**src/rtl/cp0_ctrl_if.sv**
```systemverilog
`default_nettype none
// ============================================================================
//  Module   : cp0_ctrl_if
//  Purpose  : Bundle of M-stage request signals and CP0 responses exchanged
//             between the pipeline and the coprocessor-0 controller.
//  Revision : 1.0  initial release
// ============================================================================
interface cp0_ctrl_if;
    logic        valid_M;
    logic [31:0] pc_M;
    logic        bd_M;
    logic [4:0]  excode_M;
    logic        eret_M;
    logic        we_M;
    logic [4:0]  addr;
    logic [31:0] wdata;
    logic [5:0]  hwint;
    logic [31:0] rdata;
    logic        req;
    logic [31:0] target_pc;
    logic [31:0] epc_out;
    logic        exl;

    // Pipeline side: presents the M-stage instruction, consumes redirects
    modport master (
        output valid_M, pc_M, bd_M, excode_M, eret_M, we_M, addr, wdata, hwint,
        input  rdata, req, target_pc, epc_out, exl
    );

    // Controller side
    modport slave (
        input  valid_M, pc_M, bd_M, excode_M, eret_M, we_M, addr, wdata, hwint,
        output rdata, req, target_pc, epc_out, exl
    );
endinterface
`default_nettype wire

```
**src/rtl/cp0_ctrl.sv**
```systemverilog
`default_nettype none
// ============================================================================
//  Module   : cp0_ctrl
//  Purpose  : Coprocessor-0 exception/interrupt controller. Decides handler
//             entry from the M-stage instruction and hwint, keeps SR, Cause,
//             EPC and PRId, serves mfc0/mtc0 and sequences eret.
//  Options  : CP0_INT_SYNC_EN - register hwint once before it becomes IP.
//  Revision : 1.0  initial release
// ============================================================================
module cp0_ctrl #(
    parameter logic [31:0] PRID         = 32'h2021_0607,
    parameter logic [31:0] HANDLER_ADDR = 32'h0000_4180
) (
    input  wire logic   clk,
    input  wire logic   reset,
    cp0_ctrl_if.slave   bus
);

    localparam logic [4:0] C_EXC_NONE = 5'd31;
    localparam logic [4:0] C_REG_SR   = 5'd12;
    localparam logic [4:0] C_REG_CAUSE= 5'd13;
    localparam logic [4:0] C_REG_EPC  = 5'd14;
    localparam logic [4:0] C_REG_PRID = 5'd15;

    // EXL doubles as the controller state
    typedef enum logic {
        RUN     = 1'b0,
        HANDLER = 1'b1
    } state_t;

    state_t      r_state;
    logic [5:0]  r_im;
    logic        r_ie;
    logic        r_bd;
    logic [5:0]  r_cause_ip;
    logic [4:0]  r_exc_code;
    logic [31:0] r_epc;

    logic [5:0]  w_ip;
    logic        w_in_run;
    logic        w_int_p;
    logic        w_exc_p;
    logic        w_req;

`ifdef CP0_INT_SYNC_EN
    logic [5:0]  r_hw_sync;

    // One-flop stage between the interrupt pins and IP
    always_ff @(posedge clk or posedge reset) begin
        if (reset) r_hw_sync <= 6'd0;
        else       r_hw_sync <= bus.hwint;
    end

    assign w_ip = r_hw_sync;
`else
    assign w_ip = bus.hwint;
`endif

    // Entry decision: only a real instruction outside the handler can trap;
    // an unmasked interrupt outranks any synchronous exception.
    assign w_in_run = (r_state == RUN);
    assign w_int_p  = (|(w_ip & r_im)) & r_ie & w_in_run & bus.valid_M;
    assign w_exc_p  = (bus.excode_M != C_EXC_NONE) & w_in_run & bus.valid_M;
    assign w_req    = w_int_p | w_exc_p;

    // State and CP0 register updates: trap entry beats mtc0, eret leaves handler
    always_ff @(posedge clk or posedge reset) begin
        if (reset) begin
            r_state    <= RUN;
            r_im       <= 6'd0;
            r_ie       <= 1'b0;
            r_bd       <= 1'b0;
            r_cause_ip <= 6'd0;
            r_exc_code <= 5'd0;
            r_epc      <= 32'd0;
        end else begin
            r_cause_ip <= w_ip;
            if (w_req) begin
                r_state    <= HANDLER;
                r_exc_code <= w_int_p ? 5'd0 : bus.excode_M;
                r_bd       <= bus.bd_M;
                r_epc      <= bus.bd_M ? (bus.pc_M - 32'd4) : bus.pc_M;
            end else begin
                if (bus.we_M && (bus.addr == C_REG_SR)) begin
                    r_im    <= bus.wdata[15:10];
                    r_ie    <= bus.wdata[0];
                    r_state <= bus.wdata[1] ? HANDLER : RUN;
                end
                if (bus.we_M && (bus.addr == C_REG_EPC)) begin
                    r_epc <= bus.wdata;
                end
                if (bus.eret_M && bus.valid_M) begin
                    r_state <= RUN;
                end
            end
        end
    end

    // mfc0 read mux; unimplemented numbers and fields read as zero
    always_comb begin
        bus.rdata = 32'd0;
        case (bus.addr)
            C_REG_SR:    bus.rdata = {16'd0, r_im, 8'd0, (r_state == HANDLER), r_ie};
            C_REG_CAUSE: bus.rdata = {r_bd, 15'd0, r_cause_ip, 3'd0, r_exc_code, 2'd0};
            C_REG_EPC:   bus.rdata = r_epc;
            C_REG_PRID:  bus.rdata = PRID;
            default:     bus.rdata = 32'd0;
        endcase
    end

    assign bus.req       = w_req;
    assign bus.epc_out   = r_epc;
    assign bus.exl       = (r_state == HANDLER);
    assign bus.target_pc = w_req ? HANDLER_ADDR : r_epc;

endmodule
`default_nettype wire

```
**src/flat_wrapper.sv**
```systemverilog
// flat-port wrapper written by rule: the top's interface ports become plain ports
module cp0_ctrl_flat 
#(
    parameter logic [31:0] PRID         = 32'h2021_0607,
    parameter logic [31:0] HANDLER_ADDR = 32'h0000_4180
)
  (clk, reset, bus_valid_M, bus_pc_M, bus_bd_M, bus_excode_M, bus_eret_M, bus_we_M, bus_addr, bus_wdata, bus_hwint, bus_rdata, bus_req, bus_target_pc, bus_epc_out, bus_exl);
  cp0_ctrl_if bus_i ();
  input  wire logic clk;
  input  wire logic reset;
  input wire logic [$bits(bus_i.valid_M)-1:0] bus_valid_M;
  input wire logic [$bits(bus_i.pc_M)-1:0] bus_pc_M;
  input wire logic [$bits(bus_i.bd_M)-1:0] bus_bd_M;
  input wire logic [$bits(bus_i.excode_M)-1:0] bus_excode_M;
  input wire logic [$bits(bus_i.eret_M)-1:0] bus_eret_M;
  input wire logic [$bits(bus_i.we_M)-1:0] bus_we_M;
  input wire logic [$bits(bus_i.addr)-1:0] bus_addr;
  input wire logic [$bits(bus_i.wdata)-1:0] bus_wdata;
  input wire logic [$bits(bus_i.hwint)-1:0] bus_hwint;
  output wire logic [$bits(bus_i.rdata)-1:0] bus_rdata;
  output wire logic [$bits(bus_i.req)-1:0] bus_req;
  output wire logic [$bits(bus_i.target_pc)-1:0] bus_target_pc;
  output wire logic [$bits(bus_i.epc_out)-1:0] bus_epc_out;
  output wire logic [$bits(bus_i.exl)-1:0] bus_exl;
  assign bus_i.valid_M = bus_valid_M;
  assign bus_i.pc_M = bus_pc_M;
  assign bus_i.bd_M = bus_bd_M;
  assign bus_i.excode_M = bus_excode_M;
  assign bus_i.eret_M = bus_eret_M;
  assign bus_i.we_M = bus_we_M;
  assign bus_i.addr = bus_addr;
  assign bus_i.wdata = bus_wdata;
  assign bus_i.hwint = bus_hwint;
  assign bus_rdata = bus_i.rdata;
  assign bus_req = bus_i.req;
  assign bus_target_pc = bus_i.target_pc;
  assign bus_epc_out = bus_i.epc_out;
  assign bus_exl = bus_i.exl;
  cp0_ctrl #(.PRID(PRID), .HANDLER_ADDR(HANDLER_ADDR)) u_core (.clk(clk), .reset(reset), .bus(bus_i));
endmodule
```
**config.mk**
```make
export PLATFORM = sky130hd
export DESIGN_NAME = cp0_ctrl_flat
export DESIGN_NICKNAME = d
export VERILOG_FILES = /design/src/rtl/cp0_ctrl_if.sv /design/src/rtl/cp0_ctrl.sv /design/src/flat_wrapper.sv
export SDC_FILE = /design/constraint.sdc
export NUM_CORES = 1
export LEC_CHECK = 0
export ABC_AREA = 0
export CORE_ASPECT_RATIO = 0.9
export CORE_UTILIZATION = 35
export DETAILED_ROUTE_END_ITERATION = 10
export PLACE_DENSITY = 0.7
export SLEW_MARGIN = 30
export SYNTH_ARGS = -nofsm -noshare
export SYNTH_HDL_FRONTEND = slang
export SYNTH_SLANG_ARGS = --single-unit
```
**constraint.sdc**
```tcl
create_clock -name clk -period 5.9 [get_ports clk]
set_input_delay 0.885 -clock clk [delete_from_list [all_inputs] [get_ports clk]]
set_output_delay 0.885 -clock clk [all_outputs]
set_load 0.1 [all_outputs]
```
# Yosys cells after proc, flatten, opt, wreduce, memory -nomap -nowiden

Cells that the tools add are included.

Add/subtract/negate cells: 1
Equal/unequal tests: 5
Multiplexer cells: 10
Bitwise logic cells: 9
Reductions and logical operators: 7

Operators with widths:

| cell                                                | number |
|---|---|
| 2-to-1 mux 32 bit                                   | 4 |
| case mux 32 bit (4 select lines)                    | 1 |
| subtractor 32 x 3 -> 32 bit (second input constant) | 1 |
| == test 5 x 4 -> 1 bit (second input constant)      | 4 |
| bitwise AND 6 bit                                   | 1 |
| OR reduction 6 bit                                  | 1 |
| bitwise AND 1 bit                                   | 5 |
| 2-to-1 mux 5 bit                                    | 1 |
| != test 5 bit (second input constant)               | 1 |
| 2-to-1 mux 1 bit                                    | 4 |
| logical AND 1 bit                                   | 3 |
| nonzero test 3 bit                                  | 1 |
| inverter 1 bit                                      | 2 |
| AND reduction 2 bit                                 | 1 |
| nonzero test 2 bit                                  | 1 |
| bitwise OR 1 bit                                    | 1 |

Register bits after elaboration: 52
Output and inout port bits: 98
Logic and storage cells: 39

# Longest topological paths before layout

Depth after elaboration: 8
Gate-level depth with buffers: 7
Depth with buffers taken out: 6

# Least setup slack after synthesis

No wires, ideal clock.

Path kind: input-to-output
From: input bus_addr[0]
To: output bus_rdata[10]
Data arrival time: 3.558 ns
Path slack: 1.457 ns
Stages on the path: 4
Buffers on the path: 2
Path through: buf_2 clkbuf_1 a211oi_1 nor3_1

Longest elaborated chain between the ends: 2

RTL lines:

| what                                 | line               | text |
|---|---|---|
| from (decl)                          | flat_wrapper.sv:17 | `input wire logic [$bits(bus_i.addr)-1:0] bus_addr;` |
| == test 5 x 4 -> 1 bit               | cp0_ctrl.sv:102    | `case (bus.addr)` |
| case mux 32 bit (4 select lines) (*) | cp0_ctrl.sv:102    |  |
| to (decl)                            | flat_wrapper.sv:20 | `output wire logic [$bits(bus_i.rdata)-1:0] bus_rdata;` |

Every way passes the cells marked *; elsewhere a longest branch is shown, timed or not.

# Final worst setup path

From: input bus_hwint[1]
To: output bus_target_pc[8]

Longest elaborated chain between the ends: 7

RTL lines:

| what                            | line               | text |
|---|---|---|
| from (decl)                     | flat_wrapper.sv:19 | `input wire logic [$bits(bus_i.hwint)-1:0] bus_hwint;` |
| bitwise AND 6 bit               | cp0_ctrl.sv:62     | `assign w_int_p = (\|(w_ip & r_im)) & r_ie & w_in_run & bus.valid_M;` |
| OR reduction 6 bit              | cp0_ctrl.sv:62     |  |
| bitwise AND 1 bit (3 in series) | cp0_ctrl.sv:62     |  |
| bitwise OR 1 bit                | cp0_ctrl.sv:64     | `assign w_req = w_int_p \| w_exc_p;` |
| 2-to-1 mux 32 bit               | cp0_ctrl.sv:114    | `assign bus.target_pc = w_req ? HANDLER_ADDR : r_epc;` |
| to (decl)                       | flat_wrapper.sv:22 | `output wire logic [$bits(bus_i.target_pc)-1:0] bus_target_pc;` |

Every way passes these cells.

==> Implementation_results.wiki <==
{| class="wikitable"
! Metric !! Value
|-
| Status || finished, final reports clean
|-
| Sum of negative setup slack || 0 ps
|-
| Total of flip-flops plus latches after synthesis || 52
|-
| Nature of the critical path startpoint || input pin
|-
| Synth Area per Inst || 9.71 sq um
|-
| Width of the die || 109 um
|-
| Class of the worst hold path || reg2reg
|-
| Net total in the final layout || 630
|-
| Post-detailed-placement half-perimeter wirelength || 8540 um
|-
| Final Max Tran Viols || 0
|-
| Total inserted antenna cells || 0
|-
| Number of I/O pins || 184
|-
| Count of endpoints failing hold in the final timing report || 0
|-
| Die Height || 98.0 um
|-
| Cell depth of the worst hold path || 1
|-
| Required time of the critical path || 5020 ps
|-
| Final setup violation count || 0
|-
| Fraction of final layout cells sized beyond drive strength 1 || 17.3%
|-
| Via-per-instance ratio || 5.00
|-
| Via count of the first global-routing pass || 3,474
|-
| Die footprint || 10,600 sq um
|-
| FF-to-FF End || u_core.r_im[4]$_DFFE_PP0P_
|-
| DR iter-0 viols || 187
|-
| Number of enable-type register cells in the synthesized netlist || 0
|-
| Startpoint of the worst register-to-register path || u_core.r_im[1]$_DFFE_PP0P_
|-
| Mux contribution to synthesized area || 20.7%
|-
| Hold Crit Start || u_core.r_im[0]$_DFFE_PP0P_
|-
| Top FF cell, synth || sky130_fd_sc_hd__dfrtp_1
|-
| Post-synthesis to final-layout area growth || 54.9%
|-
| Setup slack of the worst register-to-register path || 3150 ps
|-
| Main area contributors after synthesis || sky130_fd_sc_hd__dfrtp_1, sky130_fd_sc_hd__mux2i_1, sky130_fd_sc_hd__and2_1, sky130_fd_sc_hd__xnor2_1, sky130_fd_sc_hd__nor2_1
|-
| Worst rel slew slack || 32.9%
|-
| Synth Area in XOR/XNOR || 6.60%
|-
| Type of element capturing the critical path || output pin
|-
| Compound-cell area share of the yosys netlist || 6.28%
|-
| R2r worst-path depth || 6
|-
| Asr flop ratio synth || 100%
|-
| Number of buffers created by CTS || 5
|-
| Drc violations || 0
|-
| Overflow after GRT || 0
|-
| Aggregate routed wire length || 11,400 um
|-
| Net count of the mapped netlist || 456
|-
| Pin count of the biggest net entering global routing || 53
|-
| Unrepaired setup endpoints after global routing || false
|-
| Max Clock Skew || 7.17 ps
|-
| Number of sinks handled by clock tree synthesis || 52
|-
| Cell at the root of the clock tree || sky130_fd_sc_hd__clkbuf_16
|-
| Combinational family with the most area after synthesis || simple AND/OR/NAND/NOR gates
|-
| Clk slew on worst S/H paths || 70 ps
|-
| Number of rows created at floorplan || 34
|-
| Fin crit period || 4540 ps
|-
| Count of buffers added by post-CTS timing repair for setup || 0
|-
| Vias after detailed routing || 3,352
|-
| Netlist cell types || 48
|-
| Clock network latency to the later pin of the worst-skew pair || 290 ps
|-
| Post-route core utilization || 56.5%
|-
| Clock tree buffer depth || 2
|-
| Count of mapped cells out of synthesis || 369
|-
| RePlAce Congestion || 0.779
|-
| Number of nets with antenna violations after routing || 0
|-
| Port bufs || 183
|-
| Placeable core area || 9830 sq um
|-
| Fmax || 220 MHz
|-
| Sequential share of the synthesized area || 36.3%
|-
| Number of antenna violations at the first check in global routing || 0
|-
| Resize count post-CTS || 0
|-
| Area fraction in and, or, nand and nor cells after synthesis || 26.1%
|-
| Slew at the pin closest to its max-slew limit || 1000 ps
|-
| Area of the mapped netlist || 3580 sq um
|-
| Leading area contributor after synthesis || sky130_fd_sc_hd__dfrtp_1
|-
| Quantity of hold-fixing buffers added after cts || 0
|-
| Post-synthesis adder-cell area fraction || 0.349%
|-
| CTS HTree Levels || 2
|-
| CP arrival || 3650 ps
|-
| Portion of synthesized cell area occupied by the leading cell type || 36.3%
|-
| Global-route wire length before repair || 18,100 um
|-
| Crit share post-route || 76.9%
|-
| End of the worst hold path || u_core.r_im[0]$_DFFE_PP0P_
|-
| Yosys Warn Count || 0
|-
| Initial cell density of the core || 36.5%
|-
| Maximum fanout along the worst path || 9
|-
| Kind of critical path || in2out
|-
| Iteration count of the initial detailed-routing pass || 4
|-
| Routed WL per cell || 17.0 um
|-
| Total Routing Usage GR || 21.8%
|-
| Number of max-cap violations || 0
|-
| Clock tree from TritonCTS || built
|}
critical path, cell delays in order:
cell and delay [ps]:
sky130_fd_sc_hd__clkdlybuf4s50_1 480, sky130_fd_sc_hd__a22oi_1 150, sky130_fd_sc_hd__a311oi_2 770, sky130_fd_sc_hd__or3_1 210, sky130_fd_sc_hd__clkdlybuf4s50_1 1150
cells in the final DEF, fill, tap and decap left out, drive strengths merged, types with 2 or more instances in the layout:
master	instances
clkdlybuf4s50	125
mux2i	65
buf	63
dfrtp	52
nor2	40
and2	31
xnor2	19
and3	17
nand2	14
nor3	13
o21ai	12
a21oi	11
a22oi	9
xor2	8
mux2	8
or3	8
nand4	6
clkbuf	6
nand3	5
inv	5
nor4	4
nand2b	3
and4bb	3
nor2b	3
or4	2
cell usage after synthesis, types with 3 or more instances:
cell type and number:
sky130_fd_sc_hd__a21oi_1 11, sky130_fd_sc_hd__a22oi_1 9, sky130_fd_sc_hd__and2_1 30, sky130_fd_sc_hd__and3_1 17, sky130_fd_sc_hd__and4bb_1 3, sky130_fd_sc_hd__buf_2 6, sky130_fd_sc_hd__clkbuf_1 12, sky130_fd_sc_hd__dfrtp_1 52
sky130_fd_sc_hd__inv_1 4, sky130_fd_sc_hd__mux2_1 7, sky130_fd_sc_hd__mux2i_1 65, sky130_fd_sc_hd__nand2_1 14, sky130_fd_sc_hd__nand2b_1 3, sky130_fd_sc_hd__nand3_1 5, sky130_fd_sc_hd__nand4_1 5, sky130_fd_sc_hd__nor2_1 38
sky130_fd_sc_hd__nor2b_1 3, sky130_fd_sc_hd__nor3_1 9, sky130_fd_sc_hd__nor3_2 3, sky130_fd_sc_hd__o21ai_0 11, sky130_fd_sc_hd__or3_1 6, sky130_fd_sc_hd__xnor2_1 19, sky130_fd_sc_hd__xor2_1 8
sequential cells by signal, summed over array words and instances, names as in the netlist:
name,flops
u_core.bus.epc_out,32
u_core.r_im,6
u_core.r_ie,1
u_core.bus.exl,1
u_core.r_exc_code,5
u_core.r_cause_ip,6
u_core.r_bd,1
cells by family (layout without fill, tap and decap cells):
family	Yosys count	in the layout
AND/OR/NAND/NOR	154	154
multiplexers	73	73
flip-flops	52	52
AO/OA/AOI/OAI	36	36
XOR/XNOR	27	27
buffers and inverters	26	201
adder cells (fa/ha/maj)	1	1
per-stage QoR:
| stage | setup slack [ps] | instance area [sq um] | instances | hold WS [ps] |
|---|---|---|---|---|
| 2_1_floorplan | 1460 | 3580 | 369 | 473 |
| 3_3_place_gp | 1340 | 5370 | 662 | 496 |
| 3_5_place_dp | 1350 | 5370 | 662 | 501 |
| 4_1_cts | 1340 | 5550 | 670 | 524 |
| 5_1_grt | 1280 | 5550 | 670 | 548 |
| 6_report | 1360 | 5550 | 670 | 523 |
per-layer routing:
metal,track usage [%],up-vias,part of all wire [%]
met5,0,-,0
met4,3.85,0,0.59
met3,3.74,7,6.7
met2,35.5,117,47
met1,30.5,1584,46
li1,-,1644,-
area by class of cell:
class | count | area [sq um]
Multi-Input combinational cell | 291 | 2170
Clock inverter | 2 | 38.8
Tap cell | 126 | 158
Fill cell | 907 | 4280
Inverter | 5 | 21.3
Timing Repair Buffer | 188 | 1720
Sequential cell | 52 | 1300
Clock buffer | 6 | 139
worst max path at each step:
stage,startpoint,end,slack (ps),depth (start not counted)
2_1_floorplan,bus_addr[0],bus_rdata[10],1460,4
3_3_place_gp,bus_valid_M,bus_target_pc[8],1340,5
3_5_place_dp,bus_valid_M,bus_target_pc[8],1350,5
4_1_cts,bus_valid_M,bus_target_pc[8],1340,5
5_1_grt,bus_valid_M,bus_target_pc[8],1280,5
6_report,bus_hwint[1],bus_target_pc[8],1360,5
Power is left out: the tool's default activity adds up to more than one toggle a clock period on the data nets, which glitch-free logic cannot reach.
